## config.mk

```make
export PLATFORM = sky130hd
export DESIGN_NAME = paddle_input_cond
export DESIGN_NICKNAME = d
export VERILOG_FILES = /design/src/rtl/paddle_input_cond.sv
export SDC_FILE = /design/constraint.sdc
export NUM_CORES = 1
export LEC_CHECK = 0
export BUFFER_PORTS_ARGS = -buffer_cell sky130_fd_sc_hd__buf_4
export CAP_MARGIN = 0
export CORE_MARGIN = 2
export CORE_UTILIZATION = 35
export DETAILED_ROUTE_END_ITERATION = 10
export GPL_TIMING_DRIVEN = 0
export PLACE_DENSITY = 0.64
export SLEW_MARGIN = 20
export SYNTH_ARGS = -nofsm -noshare
export SYNTH_HDL_FRONTEND = slang
export SYNTH_SLANG_ARGS = --single-unit
```

## constraint.sdc

```tcl
create_clock -name clock -period 2 [get_ports clock]
set_clock_uncertainty 0.2 [all_clocks]
set_input_delay 0.5 -clock clock [delete_from_list [all_inputs] [get_ports clock]]
set_output_delay 0.5 -clock clock [all_outputs]
set_load 0.01 [all_outputs]
```

## src/rtl/paddle_input_cond.sv

```systemverilog
// Synchronises and debounces both DB9 joystick ports and the mode button,
// and owns the 2/4-player flag toggled by a long press of the mode button.
//
// state    | meaning
// ST_IDLE  | waiting for a debounced rising edge of the mode button
// ST_PRESS | button held, counting towards the toggle
// ST_WAIT  | toggle done, waiting for release
module paddle_input_cond #(
  parameter int DEB_CYCLES  = 4000,
  parameter int HOLD_CYCLES = 1000000
) (
  input  logic       clock,
  input  logic       reset,
  input  logic [7:0] i_joy1_raw,
  input  logic [7:0] i_joy2_raw,
  input  logic       i_mode_btn,
  output logic [7:0] o_joy1,
  output logic [7:0] o_joy2,
  output logic       o_four_players,
  output logic       o_mode_pulse
);

  localparam int NCH = 17;
  // joystick bits idle high (released), the button idles low
  localparam logic [NCH-1:0] RST_VAL   = 17'h0FFFF;
  localparam logic [11:0]    DEB_LAST  = 12'(DEB_CYCLES - 1);
  localparam logic [19:0]    HOLD_LAST = 20'(HOLD_CYCLES - 1);

  localparam logic [1:0] ST_IDLE  = 2'd0;
  localparam logic [1:0] ST_PRESS = 2'd1;
  localparam logic [1:0] ST_WAIT  = 2'd2;

  logic [NCH-1:0] raw;
  logic [NCH-1:0] s1;
  logic [NCH-1:0] s2;
  logic [NCH-1:0] d;
  logic [11:0]    cnt [NCH];

  logic       b;
  logic       b_q;
  logic [1:0] state;
  logic [19:0] hcnt;

  assign raw = {i_mode_btn, i_joy2_raw, i_joy1_raw};
  assign b   = d[16];

  always_ff @(posedge clock) begin
    if (reset) begin
      s1 <= RST_VAL;
      s2 <= RST_VAL;
      d  <= RST_VAL;
      for (int i = 0; i < NCH; i++) cnt[i] <= 12'd0;
    end else begin
      s1 <= raw;
      s2 <= s1;
      for (int i = 0; i < NCH; i++) begin
        if (s2[i] == d[i]) begin
          cnt[i] <= 12'd0;
        end else if (cnt[i] == DEB_LAST) begin
          d[i]   <= s2[i];
          cnt[i] <= 12'd0;
        end else begin
          cnt[i] <= cnt[i] + 12'd1;
        end
      end
    end
  end

  assign o_joy1 = d[7:0];
  assign o_joy2 = d[15:8];

  always_ff @(posedge clock) begin
    if (reset) begin
      state          <= ST_IDLE;
      hcnt           <= 20'd0;
      b_q            <= 1'b0;
      o_four_players <= 1'b0;
      o_mode_pulse   <= 1'b0;
    end else begin
      b_q          <= b;
      o_mode_pulse <= 1'b0;
      case (state)
        ST_IDLE: begin
          hcnt <= 20'd0;
          if (b && !b_q) state <= ST_PRESS;
        end
        ST_PRESS: begin
          // release takes priority over a toggle due on the same edge
          if (!b) begin
            state <= ST_IDLE;
            hcnt  <= 20'd0;
          end else if (hcnt == HOLD_LAST) begin
            o_four_players <= ~o_four_players;
            o_mode_pulse   <= 1'b1;
            state          <= ST_WAIT;
            hcnt           <= 20'd0;
          end else begin
            hcnt <= hcnt + 20'd1;
          end
        end
        ST_WAIT: begin
          hcnt <= 20'd0;
          if (!b) state <= ST_IDLE;
        end
        default: begin
          state <= ST_IDLE;
          hcnt  <= 20'd0;
        end
      endcase
    end
  end

endmodule
```

== Yosys cells after proc, flatten, opt, wreduce, memory -nomap -nowiden ==
Memories as Yosys holds them, arrays and structs flattened.
Index checks and enable logic that the tools add are counted.
W data, S select, Z words.
Storage, ports and cells
  flip-flop bits (word level): 76
  latch bits: 0
  bits in writable memories: 204
  bits in read-only memories: 0
  input port bits: 19
  output and inout bits: 18
  memories kept: 1
Cells by class
  add/sub/neg operators: 18
  multiply operators: 0
  div/mod/pow operators: 0
  $lt $le $gt $ge: 0
  eq/ne operators: 40
  shifts and indexed selects: 0
  mux-type cells: 246
  bitwise logic cells: 71
  reductions and logical operators: 24
Memories
  cnt: depth 17, bits a word 12, read ports 17, clocked after memory_dff 0, wr ports 17, RTL line 37  | logic [11:0] cnt [NCH];
Operators with widths (number)
  $mux W12: 51
  $add A12 B1 Y12 const B: 17
  $eq A12 B12 Y1 const B: 17
  $mux W1: 190
  $or A1 B1 Y1: 51
  $reduce_and A2 Y1: 17
  $add A20 B1 Y20 const B: 1
  $eq A20 B20 Y1 const B: 1
  $not A1 Y1: 20
  $eq A1 B1 Y1: 17
  $mux W2: 4
  $pmux W2 S3: 1
  $reduce_and A3 Y1: 2
  $ne A2 B2 Y1 const B: 2
  $reduce_or A4 Y1: 1
  $ne A3 B3 Y1 const B: 1
  $reduce_or A3 Y1: 1
  $eq A2 B1 Y1 const B: 1
  $eq A2 B2 Y1 const B: 1
  $logic_not A2 Y1: 1
  $logic_and A1 B1 Y1: 1
  $logic_not A1 Y1: 1

== Depth between registers and ports, before layout ==
Gate-level depths: netlist of the first run.
  word-level depth: 7
  depth in mapped cells: 6
  gate-level depth less buffers: 5

== Worst setup path after synthesis of the first run ==
Ideal clock, no wire load.
  path kind: reg-to-reg
  start: memory cnt[7][6]
  end: memory cnt[7][10] (data pin)
  library setup time: 257 ps
  data arrival time: 1546 ps
  slack: -3 ps
  cell stages (with the launch flop): 6
  buffers on the path: 1
  cells stage by stage: edfxtp_1 or3b_1 nor4_1 or3_1 buf_2 nor2_1
RTL lines (RTL line)
  from (decl): 37

==> results of run 1 <==
==> final cells by class <==
class	count	area, µm²	area share, %
sequential	280	7650	44.5
multi-input combinational	1107	6730	39.1
clock buffer	52	938	5.46
timing repair buffer	102	808	4.70
tap	511	639	3.72
buffer	39	274	1.59
inverter	32	120	0.699
clock inverter	6	33.8	0.197
==> worst max-delay path, delay by kind of cell, from the launching register on <==
| kind | cells | cell delay, ns |
|---|---|---|
| buffers and inverters | 1 | 0.18 |
| flip-flops | 1 | 0.44 |
| AND/OR/NAND/NOR | 4 | 0.72 |
| adder cells (fa/ha/maj) | 1 | 0.24 |
==> cell usage in the layout, fill, tap and decap left out, types with 5 or more instances in the layout <==
cell                              n
sky130_fd_sc_hd__nor2b_1         18
sky130_fd_sc_hd__or2_2           33
sky130_fd_sc_hd__nor4_1          30
sky130_fd_sc_hd__clkinv_2         5
sky130_fd_sc_hd__nand3_1         69
sky130_fd_sc_hd__buf_4          106
sky130_fd_sc_hd__nor2_1         244
sky130_fd_sc_hd__dfxtp_1         76
sky130_fd_sc_hd__nand2b_1        23
sky130_fd_sc_hd__xnor2_1        127
sky130_fd_sc_hd__ha_2             7
sky130_fd_sc_hd__edfxtp_1       204
sky130_fd_sc_hd__a211o_1         16
sky130_fd_sc_hd__buf_6            5
sky130_fd_sc_hd__nand2_1         64
sky130_fd_sc_hd__nand4_1         58
sky130_fd_sc_hd__clkbuf_1        20
sky130_fd_sc_hd__xor2_1          73
sky130_fd_sc_hd__clkbuf_16       31
sky130_fd_sc_hd__conb_1         204
sky130_fd_sc_hd__or3_1            5
sky130_fd_sc_hd__clkbuf_8         8
sky130_fd_sc_hd__a21oi_1          6
sky130_fd_sc_hd__inv_1           32
sky130_fd_sc_hd__ha_4            11
sky130_fd_sc_hd__nor3_1          40
sky130_fd_sc_hd__dlygate4sd3_1   17
sky130_fd_sc_hd__or3_4            9
sky130_fd_sc_hd__nor4_4          15
sky130_fd_sc_hd__and4_1          16
==> per-layer routing <==
layer | up-vias | routed length [µm] | GRT usage [%]
li1 | 4892 | - | -
met1 | 4392 | 11500 | 15.5
met2 | 105 | 11600 | 19.7
met3 | 37 | 1040 | 2.03
met4 | 0 | 397 | 2.94
met5 | - | 0 | 0
==> power groups by stage <==
stage | registers (mW) | logic (mW) | clock network, mW
2_1_floorplan | 6.71 | 0.368 | 0
3_3_place_gp | 6.75 | 0.466 | 0
3_5_place_dp | 6.77 | 0.468 | 0
4_1_cts | 6.65 | 0.516 | 5.53
5_1_grt | 6.69 | 0.646 | 5.75
6_report | 6.66 | 0.566 | 5.38
==> flip-flops by register name (all words and copies together) (netlist names) <==
signal          cells
cnt               204
hcnt               20
d                  17
s1                 17
s2                 17
state               2
b_q                 1
o_four_players      1
o_mode_pulse        1
==> per-stage QoR <==
stage	worst slack, ns	total power [mW]
2_1_floorplan	0.0396	7.08
3_3_place_gp	-0.485	7.22
3_5_place_dp	-0.521	7.23
4_1_cts	-0.0000950	12.7
5_1_grt	-0.0266	13.1
6_report	0.0545	12.6
==> synth_stat cells (all sizes together) (23+ instances only) <==
| cell type | instances | area (µm²) |
|---|---|---|
| nand4 | 60 | 397 |
| nor2 | 244 | 916 |
| nand3 | 71 | 355 |
| or2 | 38 | 238 |
| xor2 | 73 | 639 |
| inv | 32 | 120 |
| buf | 36 | 226 |
| nor3 | 43 | 215 |
| nor4 | 46 | 288 |
| nand2b | 23 | 144 |
| xnor2 | 127 | 1110 |
| nand2 | 64 | 240 |
| dfxtp | 76 | 1520 |
| edfxtp | 204 | 6130 |
==> how the worst min path moves through the flow <==
| stage | from | to | slack, ns | depth (start not counted) |
|---|---|---|---|---|
| 2_1_floorplan | s1[0] | s2[0] | 0.19 | 1 |
| 3_3_place_gp | s1[10] | s2[10] | 0.19 | 1 |
| 3_5_place_dp | s1[0] | s2[0] | 0.20 | 1 |
| 4_1_cts | s1[0] | s2[0] | 0.21 | 1 |
| 5_1_grt | s1[0] | s2[0] | 0.22 | 1 |
| 6_report | s1[0] | s2[0] | 0.21 | 1 |
==> timing repair <==
action / in CTS / in global routing
endpoints found under the setup margin: 187 / 182
setup buffers: 11 / 38
gates resized for setup: 46 / 55
hold endpoints to repair: 17 / 0
hold buffers: 17 / 0
gates cloned: 0 / 1
pin swaps: 19 / 34
==> cells by family after synthesis <==
kind of cell | after synthesis
flip-flops | 280
buffers and inverters | 78
AO/OA/AOI/OAI | 31
adder cells (fa/ha/maj) | 18
AND/OR/NAND/NOR | 652
XOR/XNOR | 200
multiplexers | 1
other | 1
==> qor.txt, run 1 <==
POWER AND IR DROP
--------------------------------------------------------------------------------
Internal Power                                                           9.88 mW
Part of the power in registers                                             52.8%
Worst IR drop on VDD                                                    0.819 mV
Logic pwr share                                                             4.5%
Leakage Power                                                            5.99 nW
Power per Cell Area                                                   733 nW/µm²
Switching portion of total power                                           21.6%
Psw                                                                      2.73 mW
Portion of total power attributed to the clock network                     42.7%

FLOORPLAN
--------------------------------------------------------------------------------
Row cnt                                                                       71
Core footprint                                                         37800 µm²
I/O pin count                                                                 37
Starting utilization of the core area                                      35.7%
Horizontal die dimension                                                  200 µm
Full die area                                                          40200 µm²
Die outline height                                                        200 µm

SYNTH
--------------------------------------------------------------------------------
Total of warnings raised by yosys                                              0
FFs w/ async S/R, synth                                                       0%
Post-Synth Simple-Gate Area                                                24.1%
Post-synthesis cell type count                                                43
Synth Area in Compound Gates                                               1.72%
Mapped Cells                                                                1261
Post-Synth Adder-Cell Area                                                 1.67%
Synthesized-area fraction occupied by xor and xnor cells                   13.0%
Post-synth EDFFs                                                             204
Post-synth design cell area                                            13500 µm²
Mean instance size in the synthesized netlist                           10.7 µm²
Mux cell area share after synthesis                                      0.0741%
#FFs+latches synth                                                           280
Most frequently used flop master after synthesis                    sky130_fd_sc_hd__edfxtp_1
Sequential share of the synthesized area                                   56.6%
Main combinational cell family by area after synthesis              simple AND/OR/NAND/NOR gates

TIMING
--------------------------------------------------------------------------------
RSZ-0062 raised after global routing                                         yes
Max frequency                                                          0.514 GHz
Period Utilization, post-route                                             97.3%
Sum of negative setup slack                                                 0 ns
Minimum clock period                                                     1.95 ns
Final hold slack                                                        0.208 ns
Final max-slew violation count                                                 0
Number of endpoints with negative hold slack in the final report               0
Tightest slew margin relative to the limit                                 48.5%
Transition time at the pin with the least slew margin                   0.772 ns
Number of setup violations in the final report                                 0

PLACED DESIGN
--------------------------------------------------------------------------------
Placed cell areas                                                      15200 µm²
Routability-driven placement congestion ratio                              0.785
Input/output buffers                                                          36
DPL Wire Length                                                         16400 µm
Number of instances in the placed design                                    2011

DRT
--------------------------------------------------------------------------------
Wire length per cell                                                     11.5 µm
Via density per instance                                                    4.43
Initial DRC Count                                                            346
Antenna-violating nets left                                                    0
Overall via count from detail_route                                         9426
First-pass detailed-route iteration total                                      4
Routed WL                                                               24500 µm
Residual DRC count                                                             0

GLOBAL ROUTE
--------------------------------------------------------------------------------
First-pass GRT wire length                                              40000 µm
Overflow left after global routing                                             0
Number of antenna violations at the first check in global routing              0
Maximum number of pins on one net before global-route repair                  16
Number of global-route vias before repair                                   8721
Total GRT Usage                                                            11.7%

FINAL LAYOUT
--------------------------------------------------------------------------------
Layout net count                                                            1630
Post-layout instance count excluding filler cells                           2129
Fraction of final layout cells sized beyond drive strength 1               15.6%
Area Growth Syn to Fin                                                     27.3%
Inserted Diodes                                                                0
Final cell utilization of the core                                         45.4%
Fill cell count                                                             3630
Final instance area                                                    17200 µm²

WORST SETUP PATH
--------------------------------------------------------------------------------
Startpoint-to-endpoint class of the critical path                     reg -> reg
Critical path data required time                                         2.21 ns
Crit path largest cell delay                                             0.44 ns
Capture instance of the worst register-to-register path               cnt[12][9]
Worst reg-to-reg path cell count                                               6
Data arrival time of the worst path                                      2.15 ns
Flop2flop setup slack                                                    0.05 ns
CP max stage cell                                                   sky130_fd_sc_hd__edfxtp_1
Critical path cell sequence                                         ha_2 > nand4_1 > nor4_4 > or3_4 > buf_4 > nor2_1
Startpoint Class                                                       flip-flop
Worst Path Max Fanout                                                         10
Crit end category                                                      flip-flop
Last element of the critical path                                     cnt[12][9]
Source of the worst register-to-register timing path                  cnt[12][0]
Start point of the critical path                                      cnt[12][0]

CLOCK NETWORK
--------------------------------------------------------------------------------
Root Buffer                                                         sky130_fd_sc_hd__clkbuf_16
Clock transition at the registers of the reported paths                  0.06 ns
Skew-Pair Late Insertion Delay                                           0.55 ns
Clock H-tree levels                                                            1
Clock tree from TritonCTS                                                    yes
Clock Path Buffers                                                             3
Num CTS Buffers                                                               31
Clk sink count                                                               280

WORST HOLD PATH
--------------------------------------------------------------------------------
HP Class                                                              reg -> reg

RUN STATUS
--------------------------------------------------------------------------------
Outcome                                                             complete, no violations

RUN
--------------------------------------------------------------------------------
Number of violations of the max-capacitance limit                              0

Note: power is estimated with default switching activity, not from simulation.
==> run 2: changes to the inputs <==
--- a/config.mk
+++ b/config.mk
@@ -11,7 +11,7 @@
 export CORE_UTILIZATION = 35
 export DETAILED_ROUTE_END_ITERATION = 10
 export GPL_TIMING_DRIVEN = 0
-export PLACE_DENSITY = 0.64
+export PLACE_DENSITY = 0.62
 export SLEW_MARGIN = 20
 export SYNTH_ARGS = -nofsm -noshare
 export SYNTH_HDL_FRONTEND = slang
==> qor.txt, run 2 (synthesis gave the netlist of run 1 again) <==
DRT
--------------------------------------------------------------------------------
Antenna-violating nets left                                                    0   unchanged
First-pass detailed-route iteration total                                      6   +2
Initial DRC Count                                                            462   +34%
Wire length per cell                                                     11.5 µm   about the same
Via density per instance                                                    4.43   +0.10%
Overall via count from detail_route                                         9387   -0.41%
Routed WL                                                               24300 µm   -0.57%
Residual DRC count                                                             0   unchanged

TIMING
--------------------------------------------------------------------------------
Number of endpoints with negative hold slack in the final report               0   unchanged
Max frequency                                                          0.501 GHz   -2.5%
Minimum clock period                                                     2.00 ns   +0.0496 ns
RSZ-0062 raised after global routing                                         yes
Tightest slew margin relative to the limit                                 44.8%   -3.7 points
Transition time at the pin with the least slew margin                   0.827 ns   +0.0557 ns
Final max-slew violation count                                                 0   unchanged
Number of setup violations in the final report                                 0   unchanged
Worst-case setup margin in the final layout                           0.00493 ns   -0.0496 ns
Period Utilization, post-route                                             99.8%   +2.5 points
Sum of negative setup slack                                                 0 ns   unchanged

FLOORPLAN
--------------------------------------------------------------------------------
Row cnt                                                                       71   unchanged
Core footprint                                                         37800 µm²   unchanged
Full die area                                                          40200 µm²   unchanged
I/O pin count                                                                 37   unchanged
Starting utilization of the core area                                      35.7%   unchanged
Horizontal die dimension                                                  200 µm   unchanged
Die outline height                                                        200 µm   unchanged

CLOCK NETWORK
--------------------------------------------------------------------------------
Skew-Pair Late Insertion Delay                                           0.56 ns   about the same
Clock tree from TritonCTS                                                    yes
Clock H-tree levels                                                            1   unchanged
Clk sink count                                                               280   unchanged
Clock transition at the registers of the reported paths                  0.06 ns   about the same
Root Buffer                                                         sky130_fd_sc_hd__clkbuf_16
Num CTS Buffers                                                               31   unchanged
Clock Path Buffers                                                             3   unchanged

WORST SETUP PATH
--------------------------------------------------------------------------------
Crit end category                                                      flip-flop
Data arrival time of the worst path                                      2.24 ns   +0.09 ns
Source of the worst register-to-register timing path                   cnt[7][6]
Worst reg-to-reg path cell count                                               6   unchanged
Critical path data required time                                         2.25 ns   +0.04 ns
Worst Path Max Fanout                                                          3   -7
Startpoint Class                                                       flip-flop
Capture instance of the worst register-to-register path                     d[7]
Startpoint-to-endpoint class of the critical path                     reg -> reg
Flop2flop setup slack                                                   0.005 ns   -0.05 ns

RUN STATUS
--------------------------------------------------------------------------------
Outcome                                                             complete, no violations

PLACED DESIGN
--------------------------------------------------------------------------------
Number of instances in the placed design                                    2011   unchanged
Routability-driven placement congestion ratio                              0.747   -4.8%
Input/output buffers                                                          36   unchanged
DPL Wire Length                                                         16600 µm   +1.0%
Post-placement worst setup slack                                       -0.446 ns   +0.0748 ns

FINAL LAYOUT
--------------------------------------------------------------------------------
Fill cell count                                                             3646   +0.44%
Commonest cells after routing, fill and taps aside                  sky130_fd_sc_hd__nor2_1, sky130_fd_sc_hd__edfxtp_1, sky130_fd_sc_hd__conb_1, sky130_fd_sc_hd__xnor2_1, sky130_fd_sc_hd__buf_4
Area Growth Syn to Fin                                                     26.2%
Number of flip-flops under the largest register name                         204   unchanged
Most common library cell in the layout ignoring fill and taps       sky130_fd_sc_hd__nor2_1
Final cell utilization of the core                                         45.0%   -0.38 points
Post-layout instance count excluding filler cells                           2118   -0.52%
Largest registers                                                   cnt (204), hcnt (20)
Most flop-heavy register                                                     cnt
Fraction of final layout cells sized beyond drive strength 1               15.2%   -0.44 points
Layout net count                                                            1619   -0.67%
Area of the multi-input gates                                           6640 µm²   -1.3%
Area taken by flip-flops and latches                                    7650 µm²   about the same

GLOBAL ROUTE
--------------------------------------------------------------------------------
Maximum number of pins on one net before global-route repair                  15   -1
Number of global-route vias before repair                                   9039   +3.6%
Overflow left after global routing                                             0   unchanged
First-pass GRT wire length                                              41900 µm   +4.7%
Number of antenna violations at the first check in global routing              2   +2
Total GRT Usage                                                            12.2%   +0.57 points

POWER AND IR DROP
--------------------------------------------------------------------------------
Worst IR drop on VDD                                                    0.624 mV   -24%
Leakage Power                                                            5.92 nW   -1.1%
Power per Cell Area                                                   745 nW/µm²   +1.6%

WORST HOLD PATH
--------------------------------------------------------------------------------
Worst min-delay path endpoint                                             s2[13]
Worst Hold Path Cells                                                          1   unchanged
Hold Path Origin                                                          s1[13]
HP Class                                                              reg -> reg

RUN
--------------------------------------------------------------------------------
Number of violations of the max-capacitance limit                              0   unchanged

-- run 2: cell types whose count changed in the layout (fill, tap and decap cells not counted), moves of 2 or more --
cell and delta:
sky130_fd_sc_hd__clkinv_1 +4, sky130_fd_sc_hd__ha_2 +5, sky130_fd_sc_hd__nor3_1 +2, sky130_fd_sc_hd__buf_4 -7, sky130_fd_sc_hd__clkbuf_8 -5, sky130_fd_sc_hd__clkinv_2 +3
sky130_fd_sc_hd__clkbuf_16 +2, sky130_fd_sc_hd__clkbuf_1 -7, sky130_fd_sc_hd__clkbuf_4 -2, sky130_fd_sc_hd__ha_4 -5, sky130_fd_sc_hd__or2_4 -2, sky130_fd_sc_hd__buf_6 -2
sky130_fd_sc_hd__inv_4 +2
-- run 2: how the worst max path moves through the flow --
stage,end,cells after the start,start
6_report,d[7],6,cnt[7][6]
5_1_grt,d[7],6,cnt[7][6]
4_1_cts,cnt[15][5],6,cnt[15][0]
3_5_place_dp,cnt[1][2],6,reset
3_3_place_gp,cnt[3][10],6,reset
2_1_floorplan,cnt[5][10],6,cnt[5][0]
-- run 2: per-stage QoR --
step                hold WS [ns]  power (mW)  cell area, µm²
detailed placement         0.193        7.23           15200
CTS                        0.207        12.8           16700
global route               0.209        13.2           17000
floorplan                  0.189        7.08           14300
global placement           0.193        7.22           15200
finish                     0.199        12.7           17000
-- run 2: timing repair --
| item | 4_1_cts | 5_1_grt |
|---|---|---|
| buffers inserted | 11 | 30 |
| hold endpoints to repair | 17 | 0 |
| hold buffers | 17 | 0 |
| pin swaps | 19 | 26 |
| setup endpoints to repair | 182 | 180 |
| gates resized for setup | 45 | 45 |
-- run 2: area by class of cell --
type                    count  share of cell area (%)
diodes                      1                  0.0147
plain buffers              37                    1.48
clock buffers              41                    5.20
clock inverters            16                   0.617
inverters                  32                   0.705
multi-input cells        1106                    39.0
flip-flops and latches    280                    44.9
well taps                 511                    3.75
repair buffers             94                    4.39
-- run 2: metal layers --
metal  up-vias  wire, µm  track usage, %
met2       114     11100            20.5
met5         -         0               0
met3        42       826            2.16
li1       4867         -               -
met1      4364     11800            16.3
met4         0       607            3.25
-- run 2: worst max-delay path: stages (launching register included) --
cell,delay [ns]
sky130_fd_sc_hd__edfxtp_1,0.42
sky130_fd_sc_hd__or3b_4,0.43
sky130_fd_sc_hd__nor4_4,0.29
sky130_fd_sc_hd__buf_4,0.16
sky130_fd_sc_hd__buf_4,0.10
sky130_fd_sc_hd__nor2b_1,0.03
sky130_fd_sc_hd__a211o_1,0.25
-- run 2: report_power, final --
part	switching (mW)	leakage (nW)	internal (mW)
clock network	2.26	0.495	3.22
registers	0.215	2.73	6.44
logic	0.296	2.70	0.263
total	2.78	5.92	9.93
==> run 3: changes to the inputs <==
--- a/config.mk
+++ b/config.mk
@@ -11,7 +11,7 @@
 export CORE_UTILIZATION = 35
 export DETAILED_ROUTE_END_ITERATION = 10
 export GPL_TIMING_DRIVEN = 0
-export PLACE_DENSITY = 0.62
+export PLACE_DENSITY = 0.6
 export SLEW_MARGIN = 20
 export SYNTH_ARGS = -nofsm -noshare
 export SYNTH_HDL_FRONTEND = slang
==> qor.txt, run 3 (synthesis gave the netlist of run 1 again) <==
RUN STATUS
--------------------------------------------------------------------------------
Outcome                                                             finished, violations left
Violations in the final reports                                     negative setup slack

WORST SETUP PATH
--------------------------------------------------------------------------------
Critical path data required time                                         2.11 ns   -0.14 ns
Last element of the critical path                                    cnt[12][10]
CP max stage cell                                                   sky130_fd_sc_hd__edfxtp_1
Worst reg-to-reg path cell count                                               6   unchanged
Start point of the critical path                                      cnt[12][0]
Critical path cell sequence                                         ha_2 > nand4_1 > nor4_4 > or3_4 > clkbuf_16 > nor2_2
Data arrival time of the worst path                                      2.14 ns   -0.10 ns
Capture instance of the worst register-to-register path              cnt[12][10]
Worst Path Max Fanout                                                          5   +2
Startpoint-to-endpoint class of the critical path                     reg -> reg
Crit end category                                                      flip-flop
Source of the worst register-to-register timing path                  cnt[12][0]
Flop2flop setup slack                                                   -0.02 ns   -0.03 ns
Crit path largest cell delay                                             0.38 ns   -0.05 ns
Startpoint Class                                                       flip-flop

GLOBAL ROUTE
--------------------------------------------------------------------------------
Overflow left after global routing                                             0   unchanged
Fraction of met2 tracks used by global routing                             20.1%   -0.41 points
First-pass GRT wire length                                              40900 µm   -2.4%
GR Util met3                                                               2.06%   -0.097 points
Number of global-route vias before repair                                   8754   -3.2%
Maximum number of pins on one net before global-route repair                  15   unchanged
Most utilized layer in the global route result                              met2
Number of antenna violations at the first check in global routing              0   -2
GR met1 Demand/Resource                                                    16.2%   -0.14 points
Total GRT Usage                                                            12.0%   -0.19 points

TIMING
--------------------------------------------------------------------------------
Final max-slew violation count                                                 0   unchanged
Minimum clock period                                                     2.02 ns   +0.0265 ns
Number of setup violations in the final report                                 9   +9
Worst-case setup margin in the final layout                           -0.0216 ns   -0.0265 ns
Number of endpoints with negative hold slack in the final report               0   unchanged
Period Utilization, post-route                                              101%   +1.3 points
Tightest slew margin relative to the limit                                 42.6%   -2.3 points
Transition time at the pin with the least slew margin                   0.861 ns   +0.0339 ns
RSZ-0062 raised after global routing                                         yes
Max frequency                                                          0.495 GHz   -1.3%

FINAL LAYOUT
--------------------------------------------------------------------------------
Layout net count                                                            1625   +0.37%
Number of flip-flops under the largest register name                         204   unchanged
Area Growth Syn to Fin                                                     27.4%
Final cell utilization of the core                                         45.5%   +0.45 points
Commonest cells after routing, fill and taps aside                  sky130_fd_sc_hd__nor2_1, sky130_fd_sc_hd__edfxtp_1, sky130_fd_sc_hd__conb_1, sky130_fd_sc_hd__xnor2_1, sky130_fd_sc_hd__buf_4
Fraction of final layout cells sized beyond drive strength 1               16.0%   +0.81 points
Most common library cell in the layout ignoring fill and taps       sky130_fd_sc_hd__nor2_1
Largest registers                                                   cnt (204), hcnt (20)
Most flop-heavy register                                                     cnt

DRT
--------------------------------------------------------------------------------
Residual DRC count                                                             0   unchanged
First-pass detailed-route iteration total                                      5   -1
Initial DRC Count                                                            384   -17%
Via density per instance                                                    4.44   about the same
Wire length per cell                                                     11.6 µm   +1.1%
Routed WL                                                               24700 µm   +1.4%
Antenna-violating nets left                                                    0   unchanged
Overall via count from detail_route                                         9422   +0.37%

CLOCK NETWORK
--------------------------------------------------------------------------------
Clock tree from TritonCTS                                                    yes
Clock transition at the registers of the reported paths                  0.06 ns   about the same
Num CTS Buffers                                                               31   unchanged
Clock Path Buffers                                                             3   unchanged
Clock H-tree levels                                                            1   unchanged
Skew-Pair Late Insertion Delay                                           0.56 ns   about the same
Clk sink count                                                               280   unchanged
Root Buffer                                                         sky130_fd_sc_hd__clkbuf_16

FLOORPLAN
--------------------------------------------------------------------------------
I/O pin count                                                                 37   unchanged
Core footprint                                                         37800 µm²   unchanged
Starting utilization of the core area                                      35.7%   unchanged
Full die area                                                          40200 µm²   unchanged
Horizontal die dimension                                                  200 µm   unchanged
Die outline height                                                        200 µm   unchanged
Row cnt                                                                       71   unchanged

PLACED DESIGN
--------------------------------------------------------------------------------
Routability-driven placement congestion ratio                              0.799   +6.9%
Input/output buffers                                                          36   unchanged
DPL Wire Length                                                         16600 µm   -0.22%

RUN
--------------------------------------------------------------------------------
Number of violations of the max-capacitance limit                              0   unchanged

POWER AND IR DROP
--------------------------------------------------------------------------------
Power per Cell Area                                                   747 nW/µm²   +0.26%
Total design power                                                       12.9 mW   +1.3%
Leakage Power                                                            5.96 nW   +0.70%
Worst IR drop on VDD                                                    0.762 mV   +22%

WORST HOLD PATH
--------------------------------------------------------------------------------
HP Class                                                              reg -> reg

run 3: cell count changes in the layout (fill, tap and decap cells not counted), moves of 2 or more:
cell	previous run	this run
sky130_fd_sc_hd__nor2_2	0	2
sky130_fd_sc_hd__buf_4	99	101
sky130_fd_sc_hd__clkbuf_1	13	17
sky130_fd_sc_hd__nor2_1	244	234
sky130_fd_sc_hd__or2_4	2	4
sky130_fd_sc_hd__inv_4	2	0
sky130_fd_sc_hd__nor2_4	0	8
sky130_fd_sc_hd__clkinv_2	8	6
sky130_fd_sc_hd__clkinv_1	4	1
sky130_fd_sc_hd__bufinv_16	1	3
run 3: through the flow:
step                setup TNS (ns)  area (µm²)  setup slack [ns]  std cells  hold slack, ns
global route                 -1.49       17200           -0.0957       2123           0.222
CTS                              0       16700           0.00121       2096           0.202
detailed placement          -68.99       15200            -0.433       2011           0.192
floorplan                        0       14300            0.0396       1464           0.189
global placement            -66.69       15200            -0.422       2011           0.194
finish                     -0.0889       17200           -0.0216       2124           0.205
run 3: worst max-delay path: cells and delay by family (launching register included):
family | cells | cell delay, ns
simple gates | 4 | 0.81
flops | 1 | 0.38
fa+ha+maj | 1 | 0.22
buf+inv | 1 | 0.17
run 3: where the power goes:
| group | switching, mW | leakage (nW) | internal, mW |
|---|---|---|---|
| clock | 2.28 | 0.491 | 3.35 |
| combinational | 0.308 | 2.75 | 0.270 |
| sequential | 0.212 | 2.73 | 6.44 |
run 3: timing repair:
action,4_1_cts,5_1_grt
gates resized for setup,49,63
pin swaps,19,39
gates cloned,0,3
buffers inserted,12,31
endpoints found under the hold margin,17,0
setup endpoints to repair,179,186
hold buffers,17,0
run 3: final cells by class:
type | instances | area [µm²]
clock inverter | 14 | 156
sequential | 280 | 7650
antenna | 1 | 2.50
buffer | 38 | 274
timing repair buffer | 97 | 788
inverter | 32 | 120
fill | 3692 | 20600
tap | 511 | 639
multi-input combinational | 1108 | 6740
clock buffer | 43 | 851
run 3: worst min path at each step:
stage,endpoint,cells after the start,slack [ns],start
floorplan,s2[0],1,0.19,s1[0]
global placement,s2[1],1,0.19,s1[1]
detailed placement,s2[6],1,0.19,s1[6]
CTS,b_q,3,0.20,reset
global route,s2[14],1,0.22,s1[14]
finish,s2[6],1,0.21,s1[6]
run 3: routing by layer:
layer  wire (µm)  part of all wire [%]  vias up
met5           0                     0        -
met4         565                   2.3        0
met3         742                   3.0       34
met2       11500                    46      111
met1       11900                    48     4390
li1            -                     -     4887
